## src/rtl/fraction_multiplication_pkg.sv

```systemverilog
// Shared widths, FSM state type and saturation value for the Q0.3 x Q0.3 fraction multiplier.
package fraction_multiplication_pkg;

  localparam int OPW = 4;
  localparam int PW  = 7;

  typedef enum logic [0:0] {
    IDLE = 1'b0,
    CALC = 1'b1
  } state_e;

  localparam logic [PW-1:0] PROD_MAX = 7'h3F;

endpackage

```

## src/rtl/fraction_multiplication_addsub.sv

```systemverilog
// Accumulator update: adds the sign-extended multiplicand, or subtracts it on the sign-bit step.
module frac_addsub
  import fraction_multiplication_pkg::*;
(
  input  logic [OPW:0]   a_i,
  input  logic [OPW-1:0] c_i,
  input  logic           is_last_i,
  output logic [OPW:0]   sum_o
);

  logic [OPW:0] c_ext;

  assign c_ext = {c_i[OPW-1], c_i};
  assign sum_o = is_last_i ? (a_i - c_ext) : (a_i + c_ext);

endmodule

```

## src/rtl/fraction_multiplication.sv

```systemverilog
// Sequential add-and-shift two's-complement fraction multiplier, Q0.3 x Q0.3 -> Q0.6.
// state | meaning
// IDLE  | waiting for St, operands captured on the start edge
// CALC  | four add/shift steps, last one subtracts for the sign-bit weight
module fraction_multiplication
  import fraction_multiplication_pkg::*;
(
  input  logic           CLK,
  input  logic           St,
  input  logic [OPW-1:0] Mplier,
  input  logic [OPW-1:0] Mcand,
  output logic [PW-1:0]  Product,
  output logic           Done,
  input  logic           RSTN
);

  state_e         state_q;
  logic [OPW:0]   a_q, a_d;
  logic [OPW-1:0] b_q, b_d;
  logic [OPW-1:0] c_q;
  logic [1:0]     cnt_q;
  logic [PW-1:0]  product_q;
  logic           done_q;

  logic           is_last;
  logic [OPW:0]   sum;
  logic [OPW:0]   acc;
  logic [7:0]     prod_full;
  logic [PW-1:0]  prod_sat;

  assign is_last = (cnt_q == 2'd3);

  frac_addsub u_addsub (
    .a_i       (a_q),
    .c_i       (c_q),
    .is_last_i (is_last),
    .sum_o     (sum)
  );

  always_comb begin
    acc       = b_q[0] ? sum : a_q;
    a_d       = {acc[OPW], acc[OPW:1]};
    b_d       = {acc[0], b_q[OPW-1:1]};
    // {A[3:0],B} after the final shift is exactly {acc, B[3:1]}
    prod_full = {acc, b_q[OPW-1:1]};
    // Only -1 x -1 reaches +1.0, visible as bit 7 disagreeing with bit 6
    prod_sat  = (prod_full[7] != prod_full[6]) ? PROD_MAX : prod_full[PW-1:0];
  end

  always_ff @(posedge CLK) begin
    if (!RSTN) begin
      state_q   <= IDLE;
      a_q       <= '0;
      b_q       <= '0;
      c_q       <= '0;
      cnt_q     <= '0;
      product_q <= '0;
      done_q    <= 1'b0;
    end else begin
      unique case (state_q)
        IDLE: begin
          done_q <= 1'b0;
          if (St) begin
            a_q     <= '0;
            b_q     <= Mplier;
            c_q     <= Mcand;
            cnt_q   <= '0;
            state_q <= CALC;
          end
        end
        CALC: begin
          a_q   <= a_d;
          b_q   <= b_d;
          cnt_q <= cnt_q + 2'd1;
          if (is_last) begin
            product_q <= prod_sat;
            done_q    <= 1'b1;
            state_q   <= IDLE;
          end
        end
      endcase
    end
  end

  assign Product = product_q;
  assign Done    = done_q;

endmodule

```

## config.mk

```make
export PLATFORM = sky130hd
export DESIGN_NAME = fraction_multiplication
export DESIGN_NICKNAME = d
export VERILOG_FILES = /design/src/rtl/fraction_multiplication_pkg.sv /design/src/rtl/fraction_multiplication_addsub.sv /design/src/rtl/fraction_multiplication.sv
export SDC_FILE = /design/constraint.sdc
export NUM_CORES = 1
export LEC_CHECK = 0
export CORE_MARGIN = 4
export CORE_UTILIZATION = 31
export CTS_CLUSTER_DIAMETER = 60
export CTS_CLUSTER_SIZE = 16
export DETAILED_ROUTE_END_ITERATION = 16
export GPL_TIMING_DRIVEN = 0
export PLACE_DENSITY_LB_ADDON = 0.05
export SYNTH_ARGS = -nofsm -noshare
export SYNTH_HDL_FRONTEND = slang
export SYNTH_SLANG_ARGS = --single-unit
export TNS_END_PERCENT = 50
```

## constraint.sdc

```tcl
create_clock -name CLK -period 4.1 [get_ports CLK]
set_clock_uncertainty 0.1 [all_clocks]
set_input_delay 1.23 -clock CLK [delete_from_list [all_inputs] [get_ports CLK]]
set_output_delay 1.23 -clock CLK [all_outputs]
set_load 0.01 [all_outputs]
```

# == After elaboration in Yosys (flattened, before gate mapping) ==
# Index checks and enable logic that the tools add are counted.
# word_totals
ff_bits,24
output_inout_bits,8
elab_cells,31
# classes
add_sub_neg,3
eq_ne,4
n_mux,14
bitwise,1
n_reduce_logical,2
# ops
cell,count
5-bit 2-to-1 mux,3
5-bit case mux with 2 select lines,1
4-bit case mux with 2 select lines,1
7-bit 2-to-1 mux,1
5-bit adder,1
5-bit subtractor,1
4-bit 2-to-1 mux,1
1-bit case mux with 2 select lines,2
2-bit case mux with 2 select lines,1
2-bit AND reduction,2
1-bit 2-to-1 mux,3
2-bit by 1-bit adder with 2-bit output (second input constant),1
2-bit == test (second input constant),1
2-bit 2-to-1 mux,1
2-bit by 1-bit != test with 1-bit output (second input constant),1
2-bit != test (second input constant),1
1-bit != test,1
1-bit NOT,1

# == Logic depth before layout (Yosys ltp) ==
# Gate-level depths: netlist (run 1).
# depth
ltp_word,5
depth_mapped,13

# == Cells and area by module ==
# A second synthesis (run 1) with hierarchy kept.
# hier_totals
cells_unflattened,128
area_unflattened_um2,1192.4
# modules_own_cells
module,instances,cells_per_inst,area_per_inst_um2,seq_area_each_um2
fraction_multiplication,1,99,965.9,460.4
frac_addsub,1,29,226.5,0.0

# == Worst setup path after synthesis (run 1) ==
# Ideal clock, no wire load.
# synth_path
kind,reg2reg
from,register cnt_q[0]
to,register product_q[4] (netlist: Product[4])
setup_ns,0.118
arrival_time_ns,2.575
required_time_ns,3.882
path_slack_ns,1.307
stages_incl_launch_ff,13
synth_period_minus_slack_ns,2.793
path_cell_list,dfxtp_1 ha_1 buf_6 mux2_2 fa_1 nand2b_1 a21oi_2 xnor2_1 nand2_1 xnor2_1 ha_1 nor3_1 nor2_1
# synth_between
elab_chain_len,5
# synth_rtl
element,line_no,rtl
start: declaration,fraction_multiplication.sv:21,logic [1:0] cnt_q;
start signal: assignment,fraction_multiplication.sv:74,cnt_q <= cnt_q + 2'd1;
2-bit == test *,fraction_multiplication.sv:31,assign is_last = (cnt_q == 2'd3);
5-bit 2-to-1 mux,fraction_multiplication_addsub.sv:14,assign sum_o = is_last_i ? (a_i - c_ext) : (a_i + c_ext);
5-bit 2-to-1 mux,fraction_multiplication.sv:41,acc = b_q[0] ? sum : a_q;
1-bit != test,fraction_multiplication.sv:47,prod_sat = (prod_full[7] != prod_full[6]) ? PROD_MAX : prod_full[PW-1:0];
7-bit 2-to-1 mux,fraction_multiplication.sv:47,
end signal: assignment,fraction_multiplication.sv:76,product_q <= prod_sat;
end: declaration,fraction_multiplication.sv:22,logic [PW-1:0] product_q;
# Mark *: on every way between the ends. The rest lies on a longest branch, timed or not.
# A chain may end at the register's enable or synchronous reset.

# == Worst setup path in the final report (run 1) ==
# layout_path
from,register cnt_q[0]
to,register product_q[0] (netlist: Product[0])
# The elaborated chain is that of the path after synthesis.

==> reports/metrics.csv, run 1 <==
stage,metric,value,unit
die,I/O Pins,19,
final_layout,Layout fillers,422,
timing,minimum clock period,3100,ps
cts,clk sink count,23,
global_routing,first-pass GRT wire length,4930,um
synthesis,Post-synth EDFFs,0,
synthesis,Synth Instances,153,
power,leakage power,0.598,nW
drt,routed vias,1029,
synthesis,sequential area share after synthesis,35.9,%
synthesis,Post-Syn Area,1280,um^2
cts,Post-CTS Setup Inserts,0,
power,PwrDens,321,nW/um^2
critical_path,Crit Path Category,reg2reg,
drt,final WL,2910,um
power,worst vdd ir,94.9,uV
synthesis,"area leader, netlist",dfxtp_1,
cts,cts bufs inserted,3,
placed_design,gpl congestion,0.765,
synthesis,main area contributors after synthesis,"dfxtp_1 (36%), ha_1 (6.8%), mux2i_1 (6.2%)",
final_layout,Final Util,39.0,%
cts,CTS root buffer,clkbuf_8,
synthesis,post-synth top area share,35.9,%
final_layout,Area Growth Syn to Fin,21.6,%
power,PnR Total Power,501,uW
cts,Resized Gates After CTS,0,
die,CORE AREA,4000,um^2
synthesis,ys async rst share,0,%
drt,drt first pass iters,4,
synthesis,register bit total from synthesis,23,
timing,Rel. slew slack,66.6,%
timing,Worst Max-Slew Pin Slew,501,ps
placed_design,HPWL after DPL,2170,um
die,initial core utilization,32.1,%
synthesis,Commonest cells post-synth,"dfxtp_1 (23), nand2_1 (14), nor2_1 (12), nor2b_1 (12), o21ai_0 (11)",
global_routing,largest net degree at the start of global routing,13,
global_routing,grt ovf,0,
synthesis,most common flop cell mapped by yosys,dfxtp_1,
drt,1st-iter DRT viols,35,
synthesis,"Warnings, synthesis",0,
final_layout,share of cells above drive strength 1,8.62,%
critical_path,critical path data arrival time,3160,ps
final_layout,Final #Nets,194,
global_routing,Tot GR Track Use,12.0,%
drt,DR WL/cell,13.0,um
timing,Fin Setup TNS,0,ps
timing,Max Clk Rate,323,MHz
synthesis,net count after synthesis,172,
placed_design,I/O Buffers,17,
critical_path,Worst setup EP type,flip-flop,
cts,"Reg clk slew, reported paths",90,ps
hold_path,Hold WC Path Type,reg2reg,
cts,CTS hold repair buffers,0,
cts,Longest Clk Path Bufs,2,
drt,DRC,0,
critical_path,CP required,4160,ps
final_layout,Antenna diodes,0,
cts,Clock Latency Late Sink,270,ps
die,die area,5230,um^2
die,num rows,23,
synthesis,most frequent cell after synthesis,dfxtp_1,
drt,Antenna Nets Post-Route,0,
die,Die H,72.4,um
synthesis,library cells used by synthesis,33,
timing,period utilization,75.6,%
die,Die W,72.4,um
timing,max-slew violations,0,
flow_run,max cap viols,0,
synthesis,Mean Syn Cell Area,8.39,um^2
run_status,run status,"finished, final reports clean",
drt,vias per inst,4.59,
cts,htree depth,1,
critical_path,Worst Path Max Fanout,9,
timing,Setup Viol. Count Final,0,
global_routing,vias in the first global route,1030,
timing,RSZ-0062 raised after global routing,no,
cts,CTS tree,built,
critical_path,critical path launch point type,flip-flop,
global_routing,initial antenna violation count,0,
timing,final hold vios,0,
[final cells by class]
type / instances / area, um^2 / area share [%]
Sequential cell: 23 / 460 / 29.5
Timing Repair Buffer: 17 / 170 / 10.9
Multi-Input combinational cell: 115 / 754 / 48.3
Clock buffer: 4 / 45.0 / 2.88
Buffer: 9 / 46.3 / 2.96
Tap cell: 50 / 62.6 / 4.01
Inverter: 6 / 22.5 / 1.44
[power breakdown]
group,internal (mW),switching (mW)
clock network,0.0696,0.0793
registers,0.232,0.00812
logic,0.0562,0.0558
[logic make-up after synthesis]
family | after synthesis | share of synthesized area [%]
buffers and inverters | 15 | 5.36
DFF | 23 | 35.9
and+or+nand+nor | 59 | 23.6
AOI/OAI and AO/OA | 32 | 14.7
muxes | 10 | 7.99
adders and majority gates | 8 | 8.38
xor gates and xnor gates | 6 | 4.09
[metrics by stage]
stage / hold WS, ps / cell area, um^2 / setup slack [ps] / std cells
after floorplan: 385 / 1280 / 1310 / 153
after global placement: 354 / 1520 / 995 / 220
after detailed placement: 360 / 1520 / 1000 / 220
after CTS: 375 / 1560 / 965 / 224
after global routing: 398 / 1560 / 715 / 224
final: 369 / 1560 / 1000 / 224
[worst max-delay path, stage by stage, from the launching register on]
cell and delay [ps]:
dfxtp_1 360, ha_1 180, buf_6 140, mux2_2 360, fa_1 430, nand2b_1 180, a21oi_2 130, xnor2_1 180
nand2_1 100, xnor2_1 190, ha_1 320, o21ai_0 210, a21boi_0 100
[flip-flops by register name (all words and copies together), names as in the netlist]
register	count
state_q	1
b_q	4
a_q	4
c_q	4
Done	1
Product	7
cnt_q	2
[metal layers]
layer | vias up | GRT usage [%] | share of wire [%]
li1 | 550 | - | -
met1 | 457 | 16.5 | 53
met2 | 17 | 18.9 | 42
met3 | 5 | 2.22 | 3.0
met4 | 0 | 3.76 | 1.5
met5 | - | 0 | 0
[cell usage in the layout (no fill, tap or decap), types with 2 or more instances in the layout]
master / count
buf_2: 4
nor2b_1: 12
ha_1: 7
inv_1: 6
mux2_2: 2
xnor2_1: 6
nand2_1: 14
nor3b_1: 2
and2_1: 5
nand3_1: 2
nor2_1: 12
clkbuf_8: 3
o21ai_0: 11
nor3_1: 5
mux2i_1: 8
a21oi_1: 10
a21boi_0: 5
clkbuf_1: 5
clkdlybuf4s50_1: 17
dfxtp_1: 23
[worst paths after layout]
kind,start,end,slack (ps),cells past startpoint
setup / recovery,cnt_q[0],Product[0],1000,12
setup reg to reg,cnt_q[0],Product[0],1000,12
hold reg to reg,Product[1],Product[1],370,2
hold / removal,Product[1],Product[1],370,2
(Power assumes the default switching activity.)
==> inputs of run 2 (changes only) <==
==> constraint.sdc (replaced) <==
create_clock -name CLK -period 3.1 [get_ports CLK]
set_clock_uncertainty 0.1 [all_clocks]
set_input_delay 0.93 -clock CLK [delete_from_list [all_inputs] [get_ports CLK]]
set_output_delay 0.93 -clock CLK [all_outputs]
set_load 0.01 [all_outputs]
==> run 2 against run 1 <==
  * Worst hold slack worse by 1.6 ps
  * Cell count stayed put
  * Highest routed layer unchanged
  * Sequential power increased by 32%
  * Maximum frequency grew 4.5%
  * Total power is 36% higher
  * Clock-buffer cell count stayed put
  * Largest power group unchanged
  * Non-clock buffer count unchanged
  * Core utilization increased by 1.2 points
  * Worst setup slack worse by 870 ps
  * Critical path depth did not move
==> reports/metrics.csv, run 2 (synthesis gave the netlist of run 1 again) <==
stage,metric,value,unit
run_status,run status,"finished, final reports clean",
timing,Max Clk Rate,337,MHz
placed_design,HPWL after DPL,2170,um
power,Clock power frac,28.8,%
cts,cts bufs inserted,3,
timing,Setup Viol. Count Final,0,
power,Int Pwr,482,uW
power,Net Sw Frac,29.0,%
critical_path,CP required,3170,ps
drt,routed vias,1044,
timing,period utilization,95.6,%
timing,Worst Max-Slew Pin Slew,509,ps
global_routing,vias in the first global route,1030,
critical_path,FF-to-FF End,Product[4],
final_layout,Antenna diodes,0,
cts,CTS hold repair buffers,0,
final_layout,"most common cell after layout, fill and taps aside",dfxtp_1,
critical_path,Worst setup EP type,flip-flop,
final_layout,"non-filler cells, final",224,
placed_design,dpl ws,4.29,ps
die,CORE AREA,4000,um^2
timing,Fin Hold WS,368,ps
power,PnR Total Power,679,uW
power,leakage power,0.610,nW
die,Die H,72.4,um
timing,post-route setup slack,135,ps
die,die area,5230,um^2
global_routing,largest net degree at the start of global routing,13,
timing,final hold vios,0,
final_layout,Reg area,464,um^2
critical_path,Crit Path Category,reg2reg,
final_layout,Layout fillers,416,
drt,DR WL/cell,13.1,um
final_layout,most frequent cells in the layout,"dfxtp_1 (20), clkdlybuf4s50_1 (17), nand2_1 (13)",
power,worst vdd ir,126,uV
cts,Clock Latency Late Sink,270,ps
critical_path,Worst Path Max Fanout,9,
cts,htree depth,1,
placed_design,I/O Buffers,17,
critical_path,R2R setup slack,140,ps
global_routing,initial antenna violation count,0,
cts,clk sink count,23,
die,num rows,23,
die,I/O Pins,19,
timing,max-slew violations,0,
drt,Antenna Nets Post-Route,0,
critical_path,critical path launch point type,flip-flop,
critical_path,Setup crit start,cnt_q[0],
timing,Fin Setup TNS,0,ps
final_layout,"Design Area, Final",1610,um^2
cts,Longest Clk Path Bufs,2,
global_routing,Tot GR Track Use,12.0,%
power,Comb pwr share,24.5,%
final_layout,Area Growth Syn to Fin,25.2,%
placed_design,gpl congestion,0.765,
critical_path,Worst Reg2Reg Path Length in Cells,12,
critical_path,critical path data arrival time,3030,ps
placed_design,Placed Cells,220,
cts,CTS root buffer,clkbuf_8,
power,PwrDens,422,nW/um^2
drt,final WL,2940,um
hold_path,Hold WC Path Type,reg2reg,
flow_run,max cap viols,0,
global_routing,grt ovf,0,
die,Die W,72.4,um
final_layout,Final #Nets,194,
power,Sequential Power Share,46.8,%
final_layout,area of the multi-input gates,797,um^2
die,initial core utilization,32.1,%
final_layout,Final Util,40.2,%
power,switching power,197,uW
timing,Rel. slew slack,66.0,%
critical_path,Worst R2R Start,cnt_q[0],
global_routing,first-pass GRT wire length,4930,um
timing,minimum clock period,2960,ps
final_layout,Largest register FFs,7,
critical_path,CP endpoint,Product[4],
placed_design,dpl cell area,1520,um^2
hold_path,Worst Hold Launch,Product[1],
cts,"Reg clk slew, reported paths",90,ps
final_layout,share of cells above drive strength 1,14.4,%
cts,CTS tree,built,
drt,DRC,0,
drt,drt first pass iters,4,
drt,vias per inst,4.66,
drt,1st-iter DRT viols,31,
## run 2: layout make-up
cell class	count	area share (%)
repair buffers	17	10.6
multi-input cells	115	49.6
plain buffers	9	2.88
clock buffers	4	2.80
flip-flops and latches	23	28.9
inverters	6	1.40
well taps	50	3.89
## run 2: critical path, cell delays in order (launching register included)
cell	delay [ps]
dfxtp_2	350
ha_1	170
buf_6	140
mux2_2	360
fa_2	370
nand2b_1	170
a21oi_2	190
xnor2_2	170
nand2_2	90
xnor2_2	230
ha_4	260
nor3_2	190
nor2_1	60
## run 2: how the worst min path moves through the flow
stage | to | slack [ps] | depth (start not counted)
after floorplan | Product[0] | 390 | 2
after global placement | Product[1] | 350 | 2
after detailed placement | Product[0] | 360 | 2
after CTS | Product[0] | 370 | 2
after global routing | Product[6] | 400 | 2
final | Product[1] | 370 | 2
## run 2: routing by layer
metal / share of wire [%] / up-vias / GRT usage [%]
met5: 0 / - / 0
met4: 1.4 / 0 / 3.76
met3: 3.2 / 5 / 2.22
met2: 43 / 17 / 18.9
met1: 52 / 472 / 16.5
li1: - / 550 / -
## run 2: power groups by stage
stage	Combinational, mW	Clock [mW]	Sequential, mW
3_5_place_dp	0.149	0	0.324
4_1_cts	0.150	0.204	0.317
2_1_floorplan	0.114	0	0.320
6_report	0.166	0.195	0.318
5_1_grt	0.185	0.214	0.320
3_3_place_gp	0.148	0	0.324
## run 2: repair_timing
action,in CTS,in global routing
endpoints found under the setup margin,2,6
resized for setup,1,12
setup buffers,0,0
pin swaps,0,4
==> inputs of run 3 (changes only) <==
--- a/config.mk
+++ b/config.mk
@@ -7,7 +7,7 @@
 export LEC_CHECK = 0
 export CORE_MARGIN = 4
 export CORE_UTILIZATION = 31
-export CTS_CLUSTER_DIAMETER = 60
+export CTS_CLUSTER_DIAMETER = 80
 export CTS_CLUSTER_SIZE = 16
 export DETAILED_ROUTE_END_ITERATION = 16
 export GPL_TIMING_DRIVEN = 0
==> constraint.sdc (replaced) <==
create_clock -name CLK -period 3.8 [get_ports CLK]
set_clock_uncertainty 0.1 [all_clocks]
set_input_delay 1.14 -clock CLK [delete_from_list [all_inputs] [get_ports CLK]]
set_output_delay 1.14 -clock CLK [all_outputs]
set_load 0.01 [all_outputs]
==> results of run 3 <==
Same layout as run 1 (identical final DEF). Status: finished, final reports clean.
Among the figures that moved: setup slack after placement 1000 ps -> 704 ps; setup slack after layout 1000 ps -> 702 ps; register-to-register setup slack 1000 ps -> 700 ps; total power 0.501 mW -> 0.540 mW; worst IR drop on VDD 94.9 uV -> 102 uV
